[src/rtl/lfsr_engine_if.sv]
// Control and observation bundle for lfsr_engine.
// The master drives load/seed/step/mode; the slave (the engine) returns state and status.
interface lfsr_engine_if #(
  parameter int WIDTH = 8
);
  logic             load;
  logic [WIDTH-1:0] seed_in;
  logic             en;
  logic             mode;
  logic [WIDTH-1:0] y;
  logic             bit_out;
  logic             wrap;
  logic [WIDTH-1:0] period;
  logic             seed_err;

  modport master (
    output load, seed_in, en, mode,
    input  y, bit_out, wrap, period, seed_err
  );

  modport slave (
    input  load, seed_in, en, mode,
    output y, bit_out, wrap, period, seed_err
  );
endinterface

[src/rtl/lfsr_engine.sv]
// Parametrised Fibonacci/Galois LFSR with zero-seed guard and a period counter that
// measures the distance back to the reference state captured at load/reset/mode change.
module lfsr_engine #(
  parameter int               WIDTH = 8,
  parameter logic [WIDTH-1:0] FTAPS = WIDTH'(8'h1D),
  parameter logic [WIDTH-1:0] GTAPS = WIDTH'(8'hB8),
  parameter logic [WIDTH-1:0] SEED  = WIDTH'(8'h01)
) (
  input logic          clk,
  input logic          rst,
  lfsr_engine_if.slave bus
);

  localparam logic [WIDTH-1:0] CNT_MAX = {WIDTH{1'b1}};

  logic [WIDTH-1:0] y_q, y_d;
  logic [WIDTH-1:0] ref_q, ref_d;
  logic [WIDTH-1:0] cnt_q, cnt_d;
  logic [WIDTH-1:0] period_q, period_d;
  logic             wrap_q, wrap_d;
  logic             seed_err_q, seed_err_d;
  logic             mode_q, mode_d;

  logic [WIDTH-1:0] fib_next;
  logic [WIDTH-1:0] gal_next;
  logic [WIDTH-1:0] step_next;
  logic [WIDTH-1:0] cnt_inc;

  always_comb begin
    fib_next  = {^(y_q & FTAPS), y_q[WIDTH-1:1]};
    gal_next  = (y_q >> 1) ^ (y_q[0] ? GTAPS : '0);
    step_next = bus.mode ? gal_next : fib_next;
    // Saturating increment: a sequence that never returns reports all-ones.
    cnt_inc   = (cnt_q == CNT_MAX) ? CNT_MAX : cnt_q + 1'b1;
  end

  always_comb begin
    y_d        = y_q;
    ref_d      = ref_q;
    cnt_d      = cnt_q;
    period_d   = period_q;
    wrap_d     = 1'b0;
    seed_err_d = seed_err_q;
    mode_d     = mode_q;

    if (bus.load) begin
      if (bus.seed_in != '0) begin
        y_d        = bus.seed_in;
        ref_d      = bus.seed_in;
        seed_err_d = 1'b0;
      end else begin
        y_d        = SEED;
        ref_d      = SEED;
        seed_err_d = 1'b1;
      end
      cnt_d = '0;
    end else if (bus.en) begin
      y_d = step_next;
      if (bus.mode != mode_q) begin
        // A new form defines a new cycle, so measurement restarts from here.
        mode_d = bus.mode;
        ref_d  = step_next;
        cnt_d  = '0;
      end else if (step_next == ref_q) begin
        wrap_d   = 1'b1;
        period_d = cnt_inc;
        cnt_d    = '0;
      end else begin
        cnt_d = cnt_inc;
      end
    end
  end

  always_ff @(posedge clk or negedge rst) begin
    if (!rst) begin
      y_q        <= SEED;
      ref_q      <= SEED;
      cnt_q      <= '0;
      period_q   <= '0;
      wrap_q     <= 1'b0;
      seed_err_q <= 1'b0;
      mode_q     <= 1'b0;
    end else begin
      y_q        <= y_d;
      ref_q      <= ref_d;
      cnt_q      <= cnt_d;
      period_q   <= period_d;
      wrap_q     <= wrap_d;
      seed_err_q <= seed_err_d;
      mode_q     <= mode_d;
    end
  end

  assign bus.y        = y_q;
  assign bus.bit_out  = y_q[0];
  assign bus.wrap     = wrap_q;
  assign bus.period   = period_q;
  assign bus.seed_err = seed_err_q;

endmodule

[src/flat_wrapper.sv]
// flat-port wrapper written by rule: the top's interface ports become plain ports
module lfsr_engine_flat 
#(
  parameter int               WIDTH = 8,
  parameter logic [WIDTH-1:0] FTAPS = WIDTH'(8'h1D),
  parameter logic [WIDTH-1:0] GTAPS = WIDTH'(8'hB8),
  parameter logic [WIDTH-1:0] SEED  = WIDTH'(8'h01)
)
  (clk, rst, bus_load, bus_seed_in, bus_en, bus_mode, bus_y, bus_bit_out, bus_wrap, bus_period, bus_seed_err);
  lfsr_engine_if #(.WIDTH(WIDTH)) bus_i ();
  input logic clk;
  input logic rst;
  input wire logic [$bits(bus_i.load)-1:0] bus_load;
  input wire logic [$bits(bus_i.seed_in)-1:0] bus_seed_in;
  input wire logic [$bits(bus_i.en)-1:0] bus_en;
  input wire logic [$bits(bus_i.mode)-1:0] bus_mode;
  output wire logic [$bits(bus_i.y)-1:0] bus_y;
  output wire logic [$bits(bus_i.bit_out)-1:0] bus_bit_out;
  output wire logic [$bits(bus_i.wrap)-1:0] bus_wrap;
  output wire logic [$bits(bus_i.period)-1:0] bus_period;
  output wire logic [$bits(bus_i.seed_err)-1:0] bus_seed_err;
  assign bus_i.load = bus_load;
  assign bus_i.seed_in = bus_seed_in;
  assign bus_i.en = bus_en;
  assign bus_i.mode = bus_mode;
  assign bus_y = bus_i.y;
  assign bus_bit_out = bus_i.bit_out;
  assign bus_wrap = bus_i.wrap;
  assign bus_period = bus_i.period;
  assign bus_seed_err = bus_i.seed_err;
  lfsr_engine #(.WIDTH(WIDTH), .FTAPS(FTAPS), .GTAPS(GTAPS), .SEED(SEED)) u_core (.clk(clk), .rst(rst), .bus(bus_i));
endmodule
[config.mk]
export PLATFORM = sky130hd
export DESIGN_NAME = lfsr_engine_flat
export DESIGN_NICKNAME = d
export VERILOG_FILES = /design/src/rtl/lfsr_engine_if.sv /design/src/rtl/lfsr_engine.sv /design/src/flat_wrapper.sv
export SDC_FILE = /design/constraint.sdc
export NUM_CORES = 1
export LEC_CHECK = 0
export CAP_MARGIN = 25
export CORE_UTILIZATION = 60
export CTS_CLUSTER_SIZE = 16
export DETAILED_ROUTE_END_ITERATION = 10
export DONT_BUFFER_PORTS = 1
export GPL_ROUTABILITY_DRIVEN = 0
export HOLD_SLACK_MARGIN = 0.02
export PLACE_DENSITY = 0.76
export SYNTH_ARGS = -nofsm -noshare
export SYNTH_HDL_FRONTEND = slang
export SYNTH_SLANG_ARGS = --single-unit
[constraint.sdc]
create_clock -name clk -period 5.85 [get_ports clk]
set_input_delay 0 -clock clk [delete_from_list [all_inputs] [get_ports clk]]
set_output_delay 0 -clock clk [all_outputs]
set_load 0.01 [all_outputs]
==> run metrics <==
clk_skew 14.7 ps; clock latency on the worst-skew pair 350 ps; Final period util 38.6%; setup ws final 3590 ps; Primary FF master, synth dfrtp_1; Synth area leader dfrtp_1; clock root cell clkbuf_4; Rows 19; width of the chip 57.4 um; final non-filler cell total 221; TritonRoute pass-1 iters 4; grt ovf 0; syn_nets 180; CP Cell Sequence xnor3_1, nor2_2, xor2_1, mux2i_1, o21ai_0, dlygate4sd3_1; Tot GR Track Use 27.2%; PortBufs 0; largest net degree at the start of global routing 36; number of flops mapped to enable cells by yosys 0; register area share after synthesis 47.7%; Worst-path clk slew 110 ps; P_leak 1.05 nW; Via density 6.22; post-CTS setup repair buffer count 0; Starting Density 65.1%; total number of vias 1374; fmax 0.443 GHz; initial DRC count 59; status finished clean; CP Capture Type flip-flop; largest cells by area after synthesis dfrtp_1, mux2_2, nand2_1, a22o_1, xnor2_1; Post-DRT Antenna Nets 0; area growth from synthesis to layout 16.4%; post-route minimum period 2260 ps; unrepaired setup endpoints after global routing false; die height 57.4 um; synthesized instance count 166; Sink Count 35; count leader, synth dfrtp_1; worst vdd ir 0.000197 V; post-synth top area share 44.8%; I/O pin cnt 32; drt drc 0; CP Data Required Time 6140 ps; worst hold slack 88.2 ps; Die Area 0.00330 mm2; WP data arrival 2540 ps; synthesized area per cell 11.1 um2; min-delay worst type input port to asynchronous set/reset pin; max-cap violation count 0; endpoints failing hold 0; top cells by count, synth dfrtp_1, nand2_1, mux2_2; YS warnings 0; CP peak stage delay 570 ps; antenna violations before repair 0; final wirelength 3990 um; Crit Path Max Fanout 6; CTS tree yes; CTS Buf Count 5; pre-CTS WS 3780 ps; Slew headroom 63.8%; H-tree depth 2; core area 0.00283 mm2; Final TNS setup 0 ps; slowest CP cell dlygate4sd3_1; cts repair resizes 0; cell area after synthesis 0.00184 mm2; synth unique cells 37; Max Slew Vio Count 0; share of cells above drive strength 1 16.8%; Post-Place Cells 190; Least-Margin Pin Slew 541 ps; count of final setup violators 0; wire length of the first global-routing pass 6630 um; Pwr Density 255 mW/mm2; crit start category flip-flop; drt wl/cell 18.1 um; Clock Path Buffers 2; nets 204; Inserted Diodes 0; ys async rst share 100%; Yosys reg bits 35; vias in the first global route 1423; post-DP HPWL 2490 um; WS Path Type flip-flop to flip-flop
==> power by group <==
group	total, mW	internal (mW)	switching, mW
Clock	0.135	0.0556	0.0789
Combinational	0.123	0.0649	0.0579
Sequential	0.290	0.263	0.0270
==> registers in the layout, indices dropped and copies added, names as in the netlist <==
signal / flops
u_core.bus.seed_err: 1
u_core.cnt_q: 8
u_core.bus.wrap: 1
u_core.mode_q: 1
u_core.ref_q: 8
u_core.bus.y: 8
u_core.bus.period: 8
==> kinds of logic (layout without fill, tap and decap cells) <==
family	Yosys count	in the layout	synth area share (%)
AO/OA/AOI/OAI	40	40	16.2
flip-flops	35	35	47.7
AND/OR/NAND/NOR	46	46	12.3
XOR/XNOR	17	17	10.4
adder cells (fa/ha/maj)	1	1	0.679
multiplexers	17	17	10.0
buffers and inverters	10	34	2.78
==> critical path, delay by kind of cell (launching register included) <==
kind	cells	cell delay, ps
AO/OA/AOI/OAI	1	150
XOR/XNOR	2	710
buffers and inverters	1	570
flip-flops	1	500
multiplexers	1	150
AND/OR/NAND/NOR	1	130
==> metal layers <==
layer | global-route usage (%) | wire (um) | share of wire [%]
met1 | 37.0 | 1820 | 46
met2 | 40.2 | 1830 | 46
met3 | 8.84 | 240 | 6.0
met4 | 11.1 | 103 | 2.6
met5 | 0 | 0 | 0
==> cells in the final DEF (no fill, tap or decap), types with 2 or more instances in the layout <==
cell,netlist,final
a211oi_1,8,8
a21boi_0,3,3
a21o_1,6,6
a21oi_1,3,3
a22o_1,7,7
and3_1,2,2
clkbuf_4,0,5
dfrtp_1,33,33
dfstp_2,2,2
dlygate4sd3_1,0,22
inv_1,3,3
mux2_2,12,12
mux2i_1,5,5
nand2_1,18,18
nand3_1,4,4
nor2_1,9,9
nor2_2,2,2
nor3_1,3,3
nor4_1,2,2
o21ai_0,8,8
or2_2,2,2
xnor2_1,7,7
xnor3_1,2,2
xor2_1,7,7
==> timing repair <==
action | CTS | global route
hold endpoints to repair | 60 | 1
hold buffers | 21 | 2
endpoints found under the setup margin | 0 | 0
==> cell type report <==
class,instances,area (um2)
multi-input combinational,121,913
sequential,35,878
fill,192,683
timing repair buffer,24,248
clock buffer,6,51.3
tap,31,38.8
inverter,3,11.3
clock inverter,1,5.00
==> metrics by stage <==
step / area (um2) / utilization [%] / total power, mW
after floorplan: 1840 / - / 0.372
after global placement: 1840 / 65.1 / 0.382
after detailed placement: 1840 / 65.1 / 0.386
after CTS: 2120 / 74.9 / 0.541
after global routing: 2150 / 75.9 / 0.572
final: 2150 / 75.9 / 0.548
==> worst paths after layout <==
| check | startpoint | to | slack, ps | cells past startpoint |
|---|---|---|---|---|
| max | u_core.bus.y[2] | u_core.bus.y[7] | 3590 | 6 |
| min | rst | u_core.cnt_q[7] | 90 | 2 |
| max reg2reg | u_core.bus.y[2] | u_core.bus.y[7] | 3590 | 6 |
| min reg2reg | u_core.ref_q[7] | u_core.ref_q[7] | 520 | 2 |
| max in group asynchronous | rst | u_core.ref_q[0] | 5510 | 2 |
| min in group clk | bus_en | u_core.ref_q[6] | 100 | 4 |
Note: power is estimated with default switching activity, not from simulation.
